$ cat src/rtl/time_manage_multi_if.sv
// Trigger, configuration and status bundle for the acquisition timing sequencer.
interface time_manage_multi_if #(
  parameter int CNT_W  = 24,
  parameter int CH_NUM = 4,
  parameter int FCNT_W = 16
);
  logic              trig_gpio_i;
  logic              trig_vio_i;
  logic              trig_sel_i;
  logic              cfg_mode_i;
  logic [CNT_W-1:0]  cfg_reset_len_i;
  logic [CNT_W-1:0]  cfg_frame_len_i;
  logic [CNT_W-1:0]  cfg_acq_period_i;
  logic [FCNT_W-1:0] cfg_frame_cnt_i;
  logic              reset_win_o;
  logic              frame_pulse_o;
  logic [CH_NUM-1:0] acq_start_o;
  logic              busy_o;
  logic              done_pulse_o;
  logic [FCNT_W-1:0] frame_idx_o;

  modport master (
    output trig_gpio_i, trig_vio_i, trig_sel_i, cfg_mode_i,
           cfg_reset_len_i, cfg_frame_len_i, cfg_acq_period_i, cfg_frame_cnt_i,
    input  reset_win_o, frame_pulse_o, acq_start_o, busy_o, done_pulse_o, frame_idx_o
  );

  modport slave (
    input  trig_gpio_i, trig_vio_i, trig_sel_i, cfg_mode_i,
           cfg_reset_len_i, cfg_frame_len_i, cfg_acq_period_i, cfg_frame_cnt_i,
    output reset_win_o, frame_pulse_o, acq_start_o, busy_o, done_pulse_o, frame_idx_o
  );
endinterface

$ cat src/rtl/time_manage_multi.sv
// Trigger-started sequencer: reset window, then repeating frames with staggered
// per-channel ADC acquisition-start pulses; continuous or fixed-length burst.
//
//   state       | meaning
//   ------------+---------------------------------------------------------
//   S_IDLE      | waiting for rising edge of selected trigger
//   S_RESET_WIN | reset_win_o asserted for reset_len clocks
//   S_FRAME     | frame / acquisition counters running
//   S_DONE      | one-clock burst completion, done_pulse_o
module time_manage_multi #(
  parameter int CNT_W      = 24,
  parameter int CH_NUM     = 4,
  parameter int CH_STAGGER = 8,
  parameter int FCNT_W     = 16
) (
  input logic               sys_clk_i,
  input logic               rst_i,
  time_manage_multi_if.slave bus
);

  localparam int DLY_LEN = (CH_NUM - 1) * CH_STAGGER;
  localparam int DLY_W   = (DLY_LEN > 0) ? DLY_LEN : 1;

  typedef enum logic [1:0] {S_IDLE, S_RESET_WIN, S_FRAME, S_DONE} state_t;

  state_t state, state_n;

  logic [1:0]        gpio_ff, vio_ff, sel_ff;
  logic              trig_s, trig_s_d, start;
  logic              mode_l;
  logic [CNT_W-1:0]  frame_m1_l, acq_m1_l;
  logic [FCNT_W-1:0] cnt_m1_l;
  logic [CNT_W-1:0]  rst_rem, frame_rem, acq_rem;
  logic [FCNT_W-1:0] frame_idx;
  logic [DLY_W-1:0]  dly;
  logic [CH_NUM-1:0] tap, acq_q;
  logic              frame_tc, acq_tc, fpulse, base, abort_now;
  logic              reset_win_q, busy_q, frame_pulse_q, done_q;

  // Zero-length configuration behaves as length one; store terminal counts.
  function automatic logic [CNT_W-1:0] len_m1(input logic [CNT_W-1:0] v);
    return (v == '0) ? '0 : v - CNT_W'(1);
  endfunction

  assign start    = trig_s & ~trig_s_d;
  assign frame_tc = (frame_rem == '0);
  assign acq_tc   = (acq_rem == '0);

  always_ff @(posedge sys_clk_i or posedge rst_i) begin
    if (rst_i) begin
      gpio_ff  <= '0;
      vio_ff   <= '0;
      sel_ff   <= '0;
      trig_s   <= 1'b0;
      trig_s_d <= 1'b0;
    end else begin
      gpio_ff  <= {gpio_ff[0], bus.trig_gpio_i};
      vio_ff   <= {vio_ff[0], bus.trig_vio_i};
      sel_ff   <= {sel_ff[0], bus.trig_sel_i};
      trig_s   <= sel_ff[1] ? vio_ff[1] : gpio_ff[1];
      trig_s_d <= trig_s;
    end
  end

  always_ff @(posedge sys_clk_i or posedge rst_i) begin
    if (rst_i) state <= S_IDLE;
    else       state <= state_n;
  end

  always_comb begin
    state_n   = state;
    fpulse    = 1'b0;
    base      = 1'b0;
    abort_now = 1'b0;
    case (state)
      S_IDLE: if (start) state_n = S_RESET_WIN;
      S_RESET_WIN: begin
        if (!trig_s) begin
          abort_now = 1'b1;
          state_n   = S_IDLE;
        end else if (rst_rem == '0) begin
          state_n = S_FRAME;
        end
      end
      S_FRAME: begin
        if (!trig_s) begin
          abort_now = 1'b1;
          state_n   = S_IDLE;
        end else begin
          fpulse = frame_tc;
          // frame wrap restarts the acquisition period; a coincident terminal
          // count only fires when both periods are configured identically
          base   = acq_tc && (!frame_tc || (frame_m1_l == acq_m1_l));
          if (frame_tc && mode_l && (frame_idx == cnt_m1_l)) state_n = S_DONE;
        end
      end
      S_DONE:  state_n = S_IDLE;
      default: state_n = S_IDLE;
    endcase
  end

  for (genvar k = 0; k < CH_NUM; k++) begin : g_tap
    if (k * CH_STAGGER == 0) begin : g_direct
      assign tap[k] = base;
    end else begin : g_delayed
      assign tap[k] = dly[k*CH_STAGGER-1];
    end
  end

  always_ff @(posedge sys_clk_i or posedge rst_i) begin
    if (rst_i) begin
      mode_l        <= 1'b0;
      frame_m1_l    <= '0;
      acq_m1_l      <= '0;
      cnt_m1_l      <= '0;
      rst_rem       <= '0;
      frame_rem     <= '0;
      acq_rem       <= '0;
      frame_idx     <= '0;
      dly           <= '0;
      acq_q         <= '0;
      reset_win_q   <= 1'b0;
      busy_q        <= 1'b0;
      frame_pulse_q <= 1'b0;
      done_q        <= 1'b0;
    end else begin
      case (state)
        S_IDLE: begin
          if (start) begin
            mode_l     <= bus.cfg_mode_i;
            frame_m1_l <= len_m1(bus.cfg_frame_len_i);
            acq_m1_l   <= len_m1(bus.cfg_acq_period_i);
            cnt_m1_l   <= (bus.cfg_frame_cnt_i == '0) ? '0 : bus.cfg_frame_cnt_i - FCNT_W'(1);
            rst_rem    <= len_m1(bus.cfg_reset_len_i);
            frame_idx  <= '0;
          end
        end
        S_RESET_WIN: begin
          if (rst_rem != '0) rst_rem <= rst_rem - CNT_W'(1);
          frame_rem <= frame_m1_l;
          acq_rem   <= acq_m1_l;
        end
        S_FRAME: begin
          if (frame_tc) begin
            frame_rem <= frame_m1_l;
            acq_rem   <= acq_m1_l;
          end else begin
            frame_rem <= frame_rem - CNT_W'(1);
            acq_rem   <= acq_tc ? acq_m1_l : acq_rem - CNT_W'(1);
          end
        end
        default: ;
      endcase
      if (fpulse && (frame_idx != '1)) frame_idx <= frame_idx + FCNT_W'(1);
      dly           <= abort_now ? '0 : ((dly << 1) | DLY_W'(base));
      acq_q         <= abort_now ? '0 : tap;
      reset_win_q   <= (state == S_RESET_WIN) && trig_s;
      busy_q        <= (state != S_IDLE) && !abort_now;
      frame_pulse_q <= fpulse;
      done_q        <= (state == S_DONE);
    end
  end

  assign bus.reset_win_o   = reset_win_q;
  assign bus.busy_o        = busy_q;
  assign bus.frame_pulse_o = frame_pulse_q;
  assign bus.done_pulse_o  = done_q;
  assign bus.acq_start_o   = acq_q;
  assign bus.frame_idx_o   = frame_idx;

endmodule

$ cat src/flat_wrapper.sv
// flat-port wrapper written by rule: the top's interface ports become plain ports
module time_manage_multi_flat 
#(
  parameter int CNT_W      = 24,
  parameter int CH_NUM     = 4,
  parameter int CH_STAGGER = 8,
  parameter int FCNT_W     = 16
)
  (sys_clk_i, rst_i, bus_trig_gpio_i, bus_trig_vio_i, bus_trig_sel_i, bus_cfg_mode_i, bus_cfg_reset_len_i, bus_cfg_frame_len_i, bus_cfg_acq_period_i, bus_cfg_frame_cnt_i, bus_reset_win_o, bus_frame_pulse_o, bus_acq_start_o, bus_busy_o, bus_done_pulse_o, bus_frame_idx_o);
  time_manage_multi_if #(.CNT_W(CNT_W), .CH_NUM(CH_NUM), .FCNT_W(FCNT_W)) bus_i ();
  input logic sys_clk_i;
  input logic rst_i;
  input wire logic [$bits(bus_i.trig_gpio_i)-1:0] bus_trig_gpio_i;
  input wire logic [$bits(bus_i.trig_vio_i)-1:0] bus_trig_vio_i;
  input wire logic [$bits(bus_i.trig_sel_i)-1:0] bus_trig_sel_i;
  input wire logic [$bits(bus_i.cfg_mode_i)-1:0] bus_cfg_mode_i;
  input wire logic [$bits(bus_i.cfg_reset_len_i)-1:0] bus_cfg_reset_len_i;
  input wire logic [$bits(bus_i.cfg_frame_len_i)-1:0] bus_cfg_frame_len_i;
  input wire logic [$bits(bus_i.cfg_acq_period_i)-1:0] bus_cfg_acq_period_i;
  input wire logic [$bits(bus_i.cfg_frame_cnt_i)-1:0] bus_cfg_frame_cnt_i;
  output wire logic [$bits(bus_i.reset_win_o)-1:0] bus_reset_win_o;
  output wire logic [$bits(bus_i.frame_pulse_o)-1:0] bus_frame_pulse_o;
  output wire logic [$bits(bus_i.acq_start_o)-1:0] bus_acq_start_o;
  output wire logic [$bits(bus_i.busy_o)-1:0] bus_busy_o;
  output wire logic [$bits(bus_i.done_pulse_o)-1:0] bus_done_pulse_o;
  output wire logic [$bits(bus_i.frame_idx_o)-1:0] bus_frame_idx_o;
  assign bus_i.trig_gpio_i = bus_trig_gpio_i;
  assign bus_i.trig_vio_i = bus_trig_vio_i;
  assign bus_i.trig_sel_i = bus_trig_sel_i;
  assign bus_i.cfg_mode_i = bus_cfg_mode_i;
  assign bus_i.cfg_reset_len_i = bus_cfg_reset_len_i;
  assign bus_i.cfg_frame_len_i = bus_cfg_frame_len_i;
  assign bus_i.cfg_acq_period_i = bus_cfg_acq_period_i;
  assign bus_i.cfg_frame_cnt_i = bus_cfg_frame_cnt_i;
  assign bus_reset_win_o = bus_i.reset_win_o;
  assign bus_frame_pulse_o = bus_i.frame_pulse_o;
  assign bus_acq_start_o = bus_i.acq_start_o;
  assign bus_busy_o = bus_i.busy_o;
  assign bus_done_pulse_o = bus_i.done_pulse_o;
  assign bus_frame_idx_o = bus_i.frame_idx_o;
  time_manage_multi #(.CNT_W(CNT_W), .CH_NUM(CH_NUM), .CH_STAGGER(CH_STAGGER), .FCNT_W(FCNT_W)) u_core (.sys_clk_i(sys_clk_i), .rst_i(rst_i), .bus(bus_i));
endmodule
$ cat config.mk
export PLATFORM = sky130hd
export DESIGN_NAME = time_manage_multi_flat
export DESIGN_NICKNAME = d
export VERILOG_FILES = /design/src/rtl/time_manage_multi_if.sv /design/src/rtl/time_manage_multi.sv /design/src/flat_wrapper.sv
export SDC_FILE = /design/constraint.sdc
export NUM_CORES = 1
export LEC_CHECK = 0
export BUFFER_PORTS_ARGS = -buffer_cell sky130_fd_sc_hd__buf_2
export CORE_UTILIZATION = 54
export DETAILED_ROUTE_END_ITERATION = 10
export PLACE_DENSITY = 0.77
export SETUP_SLACK_MARGIN = 0.15
export SYNTH_ARGS = -nofsm -noshare
export SYNTH_HDL_FRONTEND = slang
export SYNTH_SLANG_ARGS = --single-unit
$ cat constraint.sdc
create_clock -name sys_clk_i -period 6.2 [get_ports sys_clk_i]
set_clock_uncertainty 0.2 [all_clocks]
set_input_delay 0.62 -clock sys_clk_i [delete_from_list [all_inputs] [get_ports sys_clk_i]]
set_output_delay 0.62 -clock sys_clk_i [all_outputs]
set_load 0.03 [all_outputs]
Word-level counts from Yosys, hierarchy flattened:

Cells that the tools add are included.

* register bits: 195
* input bits: 94
* logic and storage cells: 99

* add/subtract/negate cells: 8
* eq/ne operators: 10
* multiplexer cells: 30
* bitwise operators: 3
* reduce and logical (&&, ||, !) cells: 28

Operators by type and width (count)
* $mux W24: 9
* $logic_not A24 Y1: 6
* $pmux W24 S2: 3
* $sub A24 B1 Y24 const B: 6
* $mux W16: 4
* $eq A24 B24 Y1: 1
* $or A24 B1 Y24: 1
* $reduce_bool A24 Y1: 1
* $add A16 B1 Y16 const B: 1
* $eq A16 B16 Y1: 1
* $logic_not A16 Y1: 1
* $ne A16 B16 Y1 const B: 1
* $sub A16 B1 Y16 const B: 1
* $mux W2: 5
* $reduce_bool A2 Y1: 5
* $pmux W2 S4: 1
* $mux W1: 7
* $logic_and A1 B1 Y1: 6
* $ne A3 B3 Y1 const B: 2
* $reduce_and A3 Y1: 2
* $eq A2 B2 Y1 const B: 2
* $mux W4: 1
* $ne A2 B1 Y1 const B: 2
* $reduce_and A2 Y1: 2
* 7 further kinds: 8

Depth between registers and ports, before layout:

* depth after elaboration: 8
* mapped depth: 11
* depth with buffers taken out: 8

Least setup slack after synthesis:

No wires, ideal clock.

* path type: register to register
* start point: register u_core.frame_rem[0]
* end point: register u_core.frame_idx[3], in the netlist u_core.bus.frame_idx_o[3]
* library setup time: 139 ps
* arrival: 2842 ps
* data required time: 5861 ps
* path slack: 3019 ps
* stages on the path, launching flop included: 11
* period minus slack after synthesis: 3181 ps
* cells stage by stage: dfrtp_1 > inv_1 > ha_1 > or3b_2 > or4_1 > buf_2 > or4_4 > o21a_1 > buf_6 > o21ai_0 > o31ai_1

* word-level cells in the longest chain between the ends: 6

Ends and longest elaborated chain
* from (decl): line time_manage_multi.sv:33 `logic [CNT_W-1:0] rst_rem, frame_rem, acq_rem;`
* from (signal assigned): line time_manage_multi.sv:140 `frame_rem <= frame_m1_l;`
* from (signal assigned): line time_manage_multi.sv:145 `frame_rem <= frame_m1_l;`
* from (signal assigned): line time_manage_multi.sv:148 `frame_rem <= frame_rem - CNT_W'(1);`
* $logic_not A24 Y1 (*): line time_manage_multi.sv:46 `assign frame_tc = (frame_rem == '0);`
* $mux W1 (*): line time_manage_multi.sv:86 `if (!trig_s) begin`
* $mux W1 (*): line time_manage_multi.sv:75 `case (state)`
* $logic_and A1 B1 Y1 (*): line time_manage_multi.sv:154 `if (fpulse && (frame_idx != '1)) frame_idx <= frame_idx + FCNT_W'(1);`
* $reduce_bool A2 Y1 (no line)
* $reduce_and A2 Y1 (no line)
* to (signal assigned): line time_manage_multi.sv:154
* to (decl): line time_manage_multi.sv:34 `logic [FCNT_W-1:0] frame_idx;`

Every way passes the cells marked *; elsewhere a longest branch is shown, timed or not.
A chain may end at the register's enable or synchronous reset.

Final worst setup path:

* start point: register u_core.state[1]
* end point: register u_core.rst_rem[9]

* word-level cells in the longest chain between the ends: 3

Ends and longest elaborated chain
* from (decl): line time_manage_multi.sv:26 `state_t state, state_n;`
* from (signal assigned): line time_manage_multi.sv:67 `else state <= state_n;`
* $eq A2 B1 Y1 or $logic_not A2 Y1 (tied branches): line time_manage_multi.sv:127 `case (state)`
* $ne A2 B1 Y1 (no line) or $reduce_bool A2 Y1 (tied branches)
* $reduce_and A3 Y1 (no line)
* to (signal assigned): line time_manage_multi.sv:134 `rst_rem <= len_m1(bus.cfg_reset_len_i);`
* to (signal assigned): line time_manage_multi.sv:139 `if (rst_rem != '0) rst_rem <= rst_rem - CNT_W'(1);`
* to (decl): line time_manage_multi.sv:33

Parallel ways exist; a longest one is shown, timed or not.

==> summary.md <==
| Metric | Value |
|---|---|
| Critical Path Start | u_core.state[1] |
| CP Data Arrival Time | 4.03 ns |
| HPWL after detailed placement | 19.6 mm |
| Share of cells above drive strength 1 | 13.2% |
| RSZ-0062 raised after global routing | false |
| Gr usage total | 26.9% |
| Hold WC Path Type | in2reg |
| CTS resizes | 0 |
| Cell area power density | 399 mW/mm^2 |
| Leak Pwr | 0.00527 uW |
| Slew HR | 33.6% |
| Post-route DRC | 0 |
| Crit end category | register |
| First-pass GRT wire length | 46.5 mm |
| TritonCTS Buffers | 17 |
| Slew @ Worst Pin | 0.987 ns |
| Largest area contributor in the netlist | dfrtp_1 |
| Post-Syn Nets | 1388 |
| Combined area of the multi-input logic cells | 0.00599 mm^2 |
| Pre-CTS setup slack | 2.37 ns |
| Hold Crit Start | bus_trig_gpio_i |
| FP Rows | 52 |
| Clock Path Buffers | 2 |
| Initial Util | 55.3% |
| 1st-pass router iterations | 6 |
| Synth top cells by count | 192 x dfrtp_1, 150 x nand2_1, 146 x o21ai_0 |
| Slew Viols, Final | 0 |
| Synthesis Warnings | 0 |
| WS Path Type | reg2reg |
| Synth cell types | 71 |
| Final min period | 3.91 ns |
| Placed Instance Area | 0.0120 mm^2 |
| Post-synth ARST share | 100% |
| Via Count | 10100 |
| Post-CTS Setup Bufs | 0 |
| Final #Nets | 1466 |
| H-tree levels | 4 |
| Status | finished, final reports clean |
| Avg Inst Size Synth | 8.79 um^2 |
| Die area | 0.0214 mm^2 |
| Root buffer cell | clkbuf_16 |
| Synth Instances | 1277 |
| Antenna cells | 0 |
| Vias per cell | 6.16 |
| Area Overhead vs Synth | 11.8% |
| Post-Syn Area | 0.0112 mm^2 |
| Top FF cell, synth | dfrtp_1 |
| Grt ovf | 0 |
| Cell with the most instances after synthesis | dfrtp_1 |
| Fin. Hold Viols | 0 |
| Reg2reg start | u_core.state[1] |
| Largest net degree at the start of global routing | 132 |
| Post-DRT Antenna Nets | 0 |
| Final worst-path cycle share | 63.0% |
| Port Buffers | 117 |
| Area share of the largest cell type after synthesis | 42.8% |
| Design area | 0.0125 mm^2 |
| Synth area leaders | dfrtp_1 43%, o21ai_0 6.5%, xnor2_1 5.3%, nand2_1 5.0%, xor2_1 3.5% |
| Maximum fanout along the worst path | 25 |
| Wire per inst | 17.0 um |
| Post-synth EDFFs | 0 |
| Setup slack after layout | 2.29 ns |
| Max_cap viols | 0 |
| Final setup viols | 0 |
| Core area | 0.0203 mm^2 |
| Worst-skew pair later-pin latency | 0.44 ns |
| Antenna violations before repair | 0 |
| Peak VDD IR | 0.226 mV |
| CP required | 6.33 ns |
| Io pins | 118 |
| Startpoint class of the critical path | register |
| Clock Sink Count | 192 |
| Synth Register Bits | 192 |
| Register area share after synthesis | 42.8% |
| Die X | 146 um |
| Final wirelength | 27.9 mm |
| Placer Congestion | 0.945 |
| DRT iter0 DRCs | 935 |
| Clock transition at path regs | 0.07 ns |
| Filler Cell Count | 1728 |
| Final TNS setup | 0 ns |
| Reg area | 0.00480 mm^2 |
| CTS tree | built |
| Die Ht | 146 um |
| Vias in the first global route | 9300 |
| Maximum clock rate | 256 MHz |
| # hold bufs at CTS | 0 |
-- registers in the layout (all words and copies together) (netlist names), 16 cells and up --
| signal | count |
|---|---|
| u_core.acq_m1_l | 24 |
| u_core.acq_rem | 24 |
| u_core.bus.frame_idx_o | 16 |
| u_core.cnt_m1_l | 16 |
| u_core.dly | 24 |
| u_core.frame_m1_l | 24 |
| u_core.frame_rem | 24 |
| u_core.rst_rem | 24 |
-- layout make-up --
cell class | count | area share, %
Tap cell | 270 | 2.69
Clock inverter | 12 | 1.05
Clock buffer | 20 | 3.64
Sequential cell | 192 | 38.3
Timing Repair Buffer | 126 | 5.21
Inverter | 41 | 1.29
Multi-Input combinational cell | 977 | 47.8
-- final timing paths --
| check | end | slack [ns] | cells after the start |
|---|---|---|---|
| setup / recovery | u_core.rst_rem[9] | 2.29 | 7 |
| hold / removal | u_core.gpio_ff[0] | 0.09 | 1 |
| setup reg to reg | u_core.rst_rem[9] | 2.29 | 7 |
| hold reg to reg | u_core.sel_ff[1] | 0.15 | 0 |
| max in group asynchronous | u_core.rst_rem[16] | 4.29 | 3 |
| min in group asynchronous | u_core.acq_rem[9] | 0.18 | 2 |
-- routing by layer --
metal  GRT usage (%)  vias to the layer above  part of all wire, %
met4            8.33                        0                  1.9
li1                -                     4786                    -
met5               0                        -                    0
met1            38.2                     4844                   46
met3            4.47                       41                  5.8
met2            42.2                      412                   47
-- power by group --
part           internal [uW]  switching (uW)
combinational            712             963
sequential              1690             540
clock                    617             477
total                   3020            1980
-- cells by family (layout without fill, tap and decap cells) --
| logic type | count (synthesis) | count (layout) | synth area share [%] |
|---|---|---|---|
| AOI/OAI and AO/OA | 325 | 325 | 18.1 |
| xor gates and xnor gates | 113 | 113 | 8.82 |
| and+or+nand+nor | 513 | 513 | 23.7 |
| buffers and inverters | 108 | 199 | 3.86 |
| muxes | 9 | 9 | 0.814 |
| DFF | 192 | 192 | 42.8 |
| adders and majority gates | 17 | 17 | 1.90 |
-- stage by stage --
step	total power (uW)	hold WS, ns	cells	utilization, %
after global routing	5340	0.0825	1638	61.8
after global placement	3810	0.132	1606	58.9
after floorplan	3350	0.131	1277	-
final	5000	0.0930	1638	61.8
after CTS	4990	0.0803	1638	61.8
after detailed placement	3890	0.136	1606	58.9
-- critical path, stage by stage, from the launching register on --
cell and delay [ns]:
dfrtp_1 0.41, inv_1 0.12, ha_1 0.73, inv_1 0.56, o21ai_0 0.69, o31a_1 0.65
o21ai_0 0.18, a22o_1 0.26
-- cell usage in the layout (no fill, tap or decap), types with 14 or more instances in the layout --
cell / instances
a21oi_1: 51
a22o_1: 19
and2_1: 28
and3_1: 14
buf_2: 117
clkbuf_16: 17
dfrtp_1: 192
ha_1: 16
inv_1: 40
nand2_1: 150
nand3_1: 33
nand4_1: 18
nor2_1: 74
nor3_1: 53
nor4_1: 41
o21ai_0: 145
o31ai_1: 20
or3_1: 22
or4_1: 23
xnor2_1: 68
xor2_1: 45
No activity file was read; power rests on OpenSTA's default activity.
